$ cat config.mk
export PLATFORM = sky130hd
export DESIGN_NAME = sr_flop_bank
export DESIGN_NICKNAME = d
export VERILOG_FILES = /design/src/rtl/sr_flop_bank.sv
export SDC_FILE = /design/constraint.sdc
export NUM_CORES = 1
export LEC_CHECK = 0
export ABC_AREA = 0
export BUFFER_PORTS_ARGS = -buffer_cell sky130_fd_sc_hd__clkbuf_2
export CAP_MARGIN = 20
export CORE_MARGIN = 1
export CORE_UTILIZATION = 46
export DETAILED_ROUTE_END_ITERATION = 12
export PLACE_DENSITY = 0.8
export SLEW_MARGIN = 20
export SYNTH_ARGS = -nofsm -noshare
export SYNTH_HDL_FRONTEND = slang
export SYNTH_SLANG_ARGS = --single-unit
$ cat constraint.sdc
create_clock -name clk -period 2.6 [get_ports clk]
set_clock_uncertainty 0.1 [all_clocks]
set_input_delay 0.78 -clock clk [delete_from_list [all_inputs] [get_ports clk]]
set_output_delay 0.78 -clock clk [all_outputs]
set_load 0.1 [all_outputs]
$ cat src/rtl/sr_flop_bank.sv
// Bank of independent clocked SR flops with a selectable S=R=1 resolution,
// plus per-channel invalid-input flags, sticky flags and a saturating event counter.
module sr_flop_bank #(
  parameter int              WIDTH = 4,
  parameter int              MODE  = 0,
  parameter logic [WIDTH-1:0] INIT = '0,
  parameter int              CNT_W = 8
) (
  input  logic             clk,
  input  logic             rst,
  input  logic             en,
  input  logic [WIDTH-1:0] s,
  input  logic [WIDTH-1:0] r,
  input  logic             clr_inv,
  output logic [WIDTH-1:0] q,
  output logic [WIDTH-1:0] qbar,
  output logic [WIDTH-1:0] inv,
  output logic [WIDTH-1:0] inv_sticky,
  output logic [CNT_W-1:0] inv_count
);

  localparam logic [CNT_W-1:0] CNT_MAX = {CNT_W{1'b1}};

  logic [WIDTH-1:0] set_only;
  logic [WIDTH-1:0] rst_only;
  logic [WIDTH-1:0] both;
  logic [WIDTH-1:0] q_nxt;
  logic [WIDTH-1:0] inv_new;
  logic             any_inv;

  assign set_only = s & ~r;
  assign rst_only = r & ~s;
  assign both     = s & r;
  assign inv_new  = en ? both : '0;
  assign any_inv  = |inv_new;

  // MODE only changes what happens to channels with s=r=1.
  always_comb begin
    q_nxt = (q & ~rst_only) | set_only;
    case (MODE)
      0:       q_nxt = q_nxt & ~both;
      1:       q_nxt = q_nxt | both;
      2:       q_nxt = q_nxt;
      default: q_nxt = q_nxt ^ both;
    endcase
  end

  always_ff @(posedge clk or posedge rst) begin
    if (rst) begin
      q   <= INIT;
      inv <= '0;
    end else if (en) begin
      q   <= q_nxt;
      inv <= both;
    end
  end

  // clr_inv wipes history first, so a same-edge event survives the clear.
  always_ff @(posedge clk or posedge rst) begin
    if (rst) begin
      inv_sticky <= '0;
      inv_count  <= '0;
    end else if (clr_inv) begin
      inv_sticky <= inv_new;
      inv_count  <= any_inv ? CNT_W'(1) : '0;
    end else begin
      inv_sticky <= inv_sticky | inv_new;
      if (any_inv && inv_count != CNT_MAX)
        inv_count <= inv_count + CNT_W'(1);
    end
  end

  assign qbar = ~q;

endmodule

==> Word-level counts from Yosys, hierarchy flattened <==
Index checks and enable logic that the tools add are counted.
{ "op_classes": {"n_bitwise": 12, "eq_ne": 1, "n_mux": 5, "n_reduce_logical": 3, "addsub": 1} }
{ "op_table": {"columns": ["operator", "count"], "rows": [
  ["$and 4x4->4", 5],
  ["$not 4->4", 5],
  ["$mux 8", 2],
  ["$add 8x1->8 const B", 1],
  ["$mux 4", 2],
  ["$ne 8x8->1 const B", 1],
  ["$or 4x4->4", 2],
  ["$reduce_or 4->1", 1],
  ["$reduce_bool 2->1", 1],
  ["$logic_and 1x1->1", 1],
  ["$mux 1", 1]
]} }
{ "totals": {"register_bits": 20, "wordCells": 26, "in_bits": 12} }

==> Depth between registers and ports, before layout <==
Gate-level depths: netlist of the first run.
{ "logic_depth": {"word_depth": 6, "mapped_depth": 5} }

==> Worst setup path before layout of the first run <==
No wires, ideal clock.
{ "synth_path": {"path_type": "register -> output", "start": "register q[0]", "end": "output port qbar[0]", "arrival_time_ns": 1.583, "path_buffers": 0, "setup_slack_ns": 0.137, "path_stages_with_launch": 2, "cell_sequence": "dfrtp_1 inv_1"} }
{ "synth_between": {"elab_chain_len": 1} }
{ "synth_lines": {"columns": ["item", "line", "source"], "rows": [
  ["start, declared", "15", "output logic [WIDTH-1:0] q,"],
  ["start signal, assigned", "53", "q <= q_nxt;"],
  ["$not 4->4", "73", "assign qbar = ~q;"],
  ["end, declared", "16", "output logic [WIDTH-1:0] qbar,"]
]} }
Every way passes these cells.

==> Worst setup path in the final report of the first run <==
{ "layout_path": {"start": "register inv_count[3]", "end": "output port inv_count[3]"} }
{ "layout_rtl": {"columns": ["item", "line", "source"], "rows": [
  ["start, declared", "19", "output logic [CNT_W-1:0] inv_count"],
  ["start signal, assigned", "65", "inv_count <= any_inv ? CNT_W'(1) : '0;"],
  ["start signal, assigned", "69", "inv_count <= inv_count + CNT_W'(1);"]
]} }
No word-level cell between the ends.

==> impl_metrics.py, run 1 <==
metrics = {
    "clocking": {
        "cts_resized": 0,
        "htree_levels": 1,
        "cts.sinks": 20,
        "cts-buffers-inserted": 3,
        "cts.clk_slew.worst_paths_ps": 120,
        "postCtsHoldBufs": 0,
        "worstSkewPairLatency_ps": 310,
        "clk_root_buffer_cell": "clkbuf_4",
        "cts_tree": "done",
        "clockBufferDepth": 2,
        "postCtsSetupRepairBufs": 0,
    },
    "sta": {
        "tns_ps": 0,
        "whs_ps": 430.5,
        "relSlewSlack_pct": 48.98,
        "hold_viol": 0,
        "setup_violations": 0,
        "worst_slack_ps": 437.8,
        "worstMarginPinSlew_ps": 764.5,
        "slew_violations": 0,
        "post-route-min-period_ps": 2162,
        "post-route-period-util_pct": 83.16,
        "rsz0062_at_grt": "no",
        "fmax_ghz": 0.4625,
    },
    "grt": {
        "grt_usage_pct": 19.08,
        "grt_pass1_wl_um": 3036,
        "first_global_vias": 720,
        "grt_start_max_net_pins": 21,
        "grt-ovfl-total": 0,
        "antenna_found_initial": 0,
    },
    "critical_path": {
        "crit_required_ps": 1720,
        "cp_cell_sequence": "clkbuf_2",
        "path_max_fanout": 7,
        "crit_type": "reg2out",
        "critPathMaxStageDelay_ps": 500,
        "worst_ep_arrival_time_ps": 1280,
        "crit_buf_inv": 1,
        "reg2reg_slack_ps": 850,
        "end_kind": "output pin",
        "slowest_stage": "clkbuf_2",
        "crit_family": "buffers and inverters",
        "start_kind": "flop",
    },
    "logic_synthesis": {
        "synth.avg_cell_area_um2": 10.02,
        "synth_top_family_by_area": "compound AO/OA/AOI/OAI gates",
        "synth_nets": 110,
        "synth-xor-area-share_pct": 0,
        "ys_top_cells_by_area": "dfrtp_1 (51%), inv_1 (6.2%), a21oi_1 (5.1%)",
        "syn-cell-area_um2": 972.2,
        "yosys.area_share.simple_pct": 14.80,
        "yosys.area.top_type": "dfrtp_1",
        "yosys.area.top_type_share_pct": 51.48,
        "ys_ff_latch": 20,
        "synth_cell_types": 28,
        "synth_compound_area_share_pct": 19.69,
        "synthCells": 97,
        "yosysWarnings": 0,
        "synth_mux_area_share_pct": 3.346,
        "synth-seq-area-share_pct": 51.48,
        "synthAdderAreaFrac_pct": 1.287,
    },
    "floorplan": {
        "die-area_um2": 2301,
        "fp-row-count": 16,
        "coreArea_um2": 1982,
        "die-height_um": 47.97,
        "ioPinCount": 36,
        "die_x_um": 47.97,
        "start_util_pct": 49.05,
    },
    "flow_run": {
        "drv_cap": 0,
    },
    "finish": {
        "seqCellArea_um2": 500.5,
        "final_common_cell": "clkbuf_2",
        "diodes": 0,
        "drive_gt1_share_pct": 33.33,
        "layout_common_cells": "clkbuf_2 (35), dfrtp_1 (20), inv_1 (16)",
        "syn_to_final_growth_pct": 22.01,
        "fillerInstances": 172,
        "multi_input_area_um2": 380.4,
        "finalNetCount": 146,
    },
    "run_status": {
        "status": "completed",
    },
    "power": {
        "switching_share_pct": 45.62,
        "power.leakage_nw": 0.6159,
        "pwr-share-seq_pct": 41.2,
        "p_int_mw": 0.4620,
        "power_density_nw_per_um2": 716.2,
        "p_switching_mw": 0.3875,
        "p_comb_share_pct": 37.1,
        "peakVddDrop_uv": 440.0,
        "p_clk_share_pct": 21.7,
    },
    "route": {
        "drtAntennaViolNets": 0,
        "drc": 0,
        "vias": 848,
        "routedWlPerCell_um": 12.40,
        "drt-vias-per-instance": 5.333,
        "drt-initial-drc-count": 10,
        "firstDrtPassIters": 4,
        "wirelength_um": 1971,
    },
    "place": {
        "gp_congestion": 0.8313,
        "port_buffers": 35,
        "dp_worst_setup_slack_ps": 443.8,
        "hpwlAfterDp_um": 1448,
    },
    "hold_path": {
        "hold_path_class": "reg2reg",
    },
}
[flip-flops by register name (all words and copies together) (netlist names)]
name        cells
inv             4
inv_sticky      4
q               4
inv_count       8
[kinds of logic (layout without fill, tap and decap cells)]
family,Yosys count,after routing
AO/OA/AOI/OAI,29,29
AND/OR/NAND/NOR,24,24
flip-flops,20,20
buffers and inverters,20,55
multiplexers,3,3
adder cells (fa/ha/maj),1,1
[power groups by stage]
stage	Clock [mW]	Combinational [mW]	Sequential, mW
3_5_place_dp	0	0.317	0.356
2_1_floorplan	0	0.107	0.515
6_report	0.184	0.315	0.350
5_1_grt	0.197	0.329	0.354
3_3_place_gp	0	0.313	0.355
4_1_cts	0.188	0.317	0.350
[through the flow]
stage	instances	power (mW)	util, %	instance area (µm²)
2_1_floorplan	97	0.6221	-	972.2
3_3_place_gp	155	0.6686	58.02	1150
3_5_place_dp	155	0.6729	58.02	1150
4_1_cts	159	0.8555	59.85	1186
5_1_grt	159	0.8805	59.85	1186
6_report	159	0.8495	59.85	1186
[routing by layer]
layer  share of wire (%)  track usage, %  vias to the layer above
li1                    -               -                      412
met2                  47           29.46                       36
met4                 1.2           8.333                        0
met1                  47           25.94                      396
met5                   0               0                        -
met3                 5.5           3.774                        4
[final cells by class]
cell class	count	area share, %
inverter	16	5.063
sequential	20	42.19
clock buffer	4	3.059
multi-input combinational	57	32.07
tap	27	2.848
timing repair buffer	35	14.77
[path summary, 6_finish.rpt]
| check | from | end | cells after the start |
|---|---|---|---|
| worst max register to register | inv_count[0] | inv_count[7] | 5 |
| worst min register to register | inv[0] | inv[0] | 2 |
| worst max-delay path | inv_count[3] | inv_count[3] | 1 |
| min in group asynchronous | rst | q[0] | 2 |
| max in group asynchronous | rst | inv_count[0] | 2 |
| worst min-delay path | inv[0] | inv[0] | 2 |
[synth_stat cells (all sizes together)]
master	count
dfrtp	20
inv	16
a21oi	10
o21ai	9
nand3	7
nand2	5
nor2	4
buf	3
a22o	2
mux2	2
nor4	2
o311ai	2
o31ai	2
o41ai	2
or4	2
a21o	1
clkbuf	1
ha	1
mux2i	1
nand4	1
nor2b	1
nor3	1
o221ai	1
or3	1
Power figures use the tool's default switching activity.
==> inputs of run 2 (changes only) <==
--- a/config.mk
+++ b/config.mk
@@ -5,13 +5,13 @@
 export SDC_FILE = /design/constraint.sdc
 export NUM_CORES = 1
 export LEC_CHECK = 0
-export ABC_AREA = 0
+export ABC_AREA = 1
 export BUFFER_PORTS_ARGS = -buffer_cell sky130_fd_sc_hd__clkbuf_2
 export CAP_MARGIN = 20
 export CORE_MARGIN = 1
 export CORE_UTILIZATION = 46
 export DETAILED_ROUTE_END_ITERATION = 12
-export PLACE_DENSITY = 0.8
+export PLACE_DENSITY = 0.79
 export SLEW_MARGIN = 20
 export SYNTH_ARGS = -nofsm -noshare
 export SYNTH_HDL_FRONTEND = slang
==> constraint.sdc (replaced) <==
create_clock -name clk -period 2.3 [get_ports clk]
set_clock_uncertainty 0.1 [all_clocks]
set_input_delay 0.69 -clock clk [delete_from_list [all_inputs] [get_ports clk]]
set_output_delay 0.69 -clock clk [all_outputs]
set_load 0.1 [all_outputs]
==> run 2 against run 1 <==
Clock-buffer cell count is the same; clock power grew 12%; final area grew 11%; critical path depth grew 1; power grew 17%; first-iteration DRC count grew 80%; global-route usage grew 1.5 points; register-to-register slack lost 120 ps; combinational power grew 23%; utilization grew 3.8 points; synthesized area grew 8.6%; flip-flop and latch count is the same; critical endpoint is now qbar[2].
==> impl_metrics.py, run 2 <==
metrics = {
    "critical_path": {
        "end_kind": "output pin",
        "crit_type": "reg2out",
        "worst_ep_arrival_time_ps": 1280,
        "path_max_fanout": 2,
        "start_kind": "flop",
        "crit_required_ps": 1510,
    },
    "logic_synthesis": {
        "ys_top_cells_by_area": "dfrtp_1 (47%), nand2_1 (15%), nand3_1 (8.5%)",
        "synth_enable_flop_cells": 0,
        "synth_nets": 139,
        "yosys.area.top_type": "dfrtp_1",
        "yosysWarnings": 0,
        "syn-cell-area_um2": 1056,
        "yosysMostFrequentCell": "nand2_1",
        "yosys.area.top_type_share_pct": 47.39,
        "async_flop_share_pct": 100.0,
        "netlist_top_cells_count": "nand2_1 (42), dfrtp_1 (20), nand3_1 (18)",
        "synth-seq-area-share_pct": 47.39,
        "synthCells": 126,
        "synth.avg_cell_area_um2": 8.381,
        "synth_cell_types": 20,
        "synthFlopType": "dfrtp_1",
        "ys_ff_latch": 20,
    },
    "power": {
        "p_int_mw": 0.5346,
        "peakVddDrop_uv": 496.5,
        "power.leakage_nw": 0.7527,
        "p_comb_share_pct": 38.8,
        "p_clk_share_pct": 20.7,
        "total_power_mw": 0.9934,
        "switching_share_pct": 46.18,
        "pwr-share-seq_pct": 40.5,
        "power_density_nw_per_um2": 756.9,
        "p_switching_mw": 0.4588,
    },
    "sta": {
        "relSlewSlack_pct": 62.07,
        "worstMarginPinSlew_ps": 568.3,
        "setup_violations": 0,
        "tns_ps": 0,
        "rsz0062_at_grt": "no",
        "fmax_ghz": 0.4841,
        "hold_viol": 0,
        "post-route-period-util_pct": 89.81,
        "post-route-min-period_ps": 2066,
        "slew_violations": 0,
    },
    "finish": {
        "fillerInstances": 185,
        "multi_input_area_um2": 479.2,
        "drive_gt1_share_pct": 36.59,
        "largest_register_ffs": 8,
        "layout_common_cells": "nand2_1 (42), clkbuf_2 (35), nand3_1 (18)",
        "regMostFlops": "inv_count",
        "seqCellArea_um2": 505.5,
        "diodes": 0,
        "final_common_cell": "nand2_1",
        "finalNetCount": 178,
        "syn_to_final_growth_pct": 24.29,
    },
    "route": {
        "wirelength_um": 2217,
        "firstDrtPassIters": 4,
        "drtAntennaViolNets": 0,
        "drt-vias-per-instance": 4.890,
        "routedWlPerCell_um": 11.61,
        "drt-initial-drc-count": 18,
        "drc": 0,
        "vias": 934,
    },
    "floorplan": {
        "coreArea_um2": 2062,
        "fp-row-count": 16,
        "die_x_um": 49.92,
        "start_util_pct": 51.21,
        "ioPinCount": 36,
        "die-area_um2": 2492,
        "die-height_um": 49.92,
    },
    "grt": {
        "grt-ovfl-total": 0,
        "use_met3_pct": 3.704,
        "grt_pass1_wl_um": 3953,
        "first_global_vias": 890,
        "grt_usage_pct": 20.62,
        "met1_usage_pct": 27.66,
        "grt_start_max_net_pins": 19,
        "antenna_found_initial": 0,
        "grtUsageMet2_pct": 32.88,
        "busiest_layer": "met2",
    },
    "run_status": {
        "status": "completed",
    },
    "clocking": {
        "cts.sinks": 20,
        "postCtsHoldBufs": 0,
        "htree_levels": 1,
        "cts-buffers-inserted": 3,
        "postCtsSetupRepairBufs": 0,
        "cts_tree": "done",
        "clockBufferDepth": 2,
        "worstSkewPairLatency_ps": 300,
        "clk_root_buffer_cell": "clkbuf_4",
        "cts.clk_slew.worst_paths_ps": 120,
        "cts_resized": 0,
    },
    "flow_run": {
        "drv_cap": 0,
    },
    "place": {
        "gp_congestion": 0.8294,
        "hpwlAfterDp_um": 1705,
        "port_buffers": 35,
    },
    "hold_path": {
        "hold_path_class": "in2async",
    },
}
[run 2: changes by cell type in the layout (fill, tap and decap cells not counted), sizes merged, moves of 3 or more]
cell      change
nand2        +42
o21ai         -6
a21oi         -9
xor2          +3
nand3        +13
inv           -4
clkinvlp      +4
nor2          +4
[run 2: cell type report]
cell class / count / share of cell area [%]
inverter: 16 / 5.720
tap: 27 / 2.574
timing repair buffer: 36 / 13.92
clock buffer: 4 / 2.765
sequential: 20 / 38.51
multi-input combinational: 88 / 36.51
[run 2: final timing paths]
path,startpoint,to,slack [ps],depth (start not counted)
hold / removal,rst,inv_sticky[1],270,2
max in group asynchronous,rst,inv_count[5],1320,3
min in group clk,inv_sticky[2],inv_sticky[2],400,2
setup reg to reg,inv_count[0],inv_count[4],730,8
setup / recovery,q[2],qbar[2],230,2
hold reg to reg,inv_sticky[2],inv_sticky[2],400,2
[run 2: metal layers]
metal	wire length, µm	vias up
met4	21	0
met3	110	2
met5	0	-
li1	-	473
met1	1020	427
met2	1064	32
[run 2: cell families after synthesis]
| kind of cell | after synthesis | synth area share [%] |
|---|---|---|
| AO/OA/AOI/OAI | 8 | 6.279 |
| XOR/XNOR | 3 | 2.489 |
| adder cells (fa/ha/maj) | 1 | 1.185 |
| buffers and inverters | 18 | 7.227 |
| flip-flops | 20 | 47.39 |
| AND/OR/NAND/NOR | 76 | 35.43 |
[run 2: worst max-delay path, stage by stage (launching register included)]
cell and delay (ps):
dfrtp_2 440, clkinvlp_4 80, clkbuf_2 450
[run 2: power groups by stage]
stage               registers, mW  logic (mW)  clock network [mW]
detailed placement          0.408       0.388                   0
global placement            0.408       0.385                   0
finish                      0.402       0.386               0.206
global route                0.406       0.404               0.234
floorplan                   0.593       0.137                   0
CTS                         0.402       0.388               0.211
[run 2: stage by stage]
stage	utilization (%)	setup slack (ps)	std cells	hold slack, ps	instance area, µm²
final	63.65	234.4	191	268.2	1313
after global routing	63.65	151.8	191	289.0	1313
after CTS	63.65	230.7	191	282.9	1313
after detailed placement	61.89	391.3	187	371.7	1276
after global placement	61.89	455.8	187	369.5	1276
after floorplan	-	133.3	126	553.6	1076
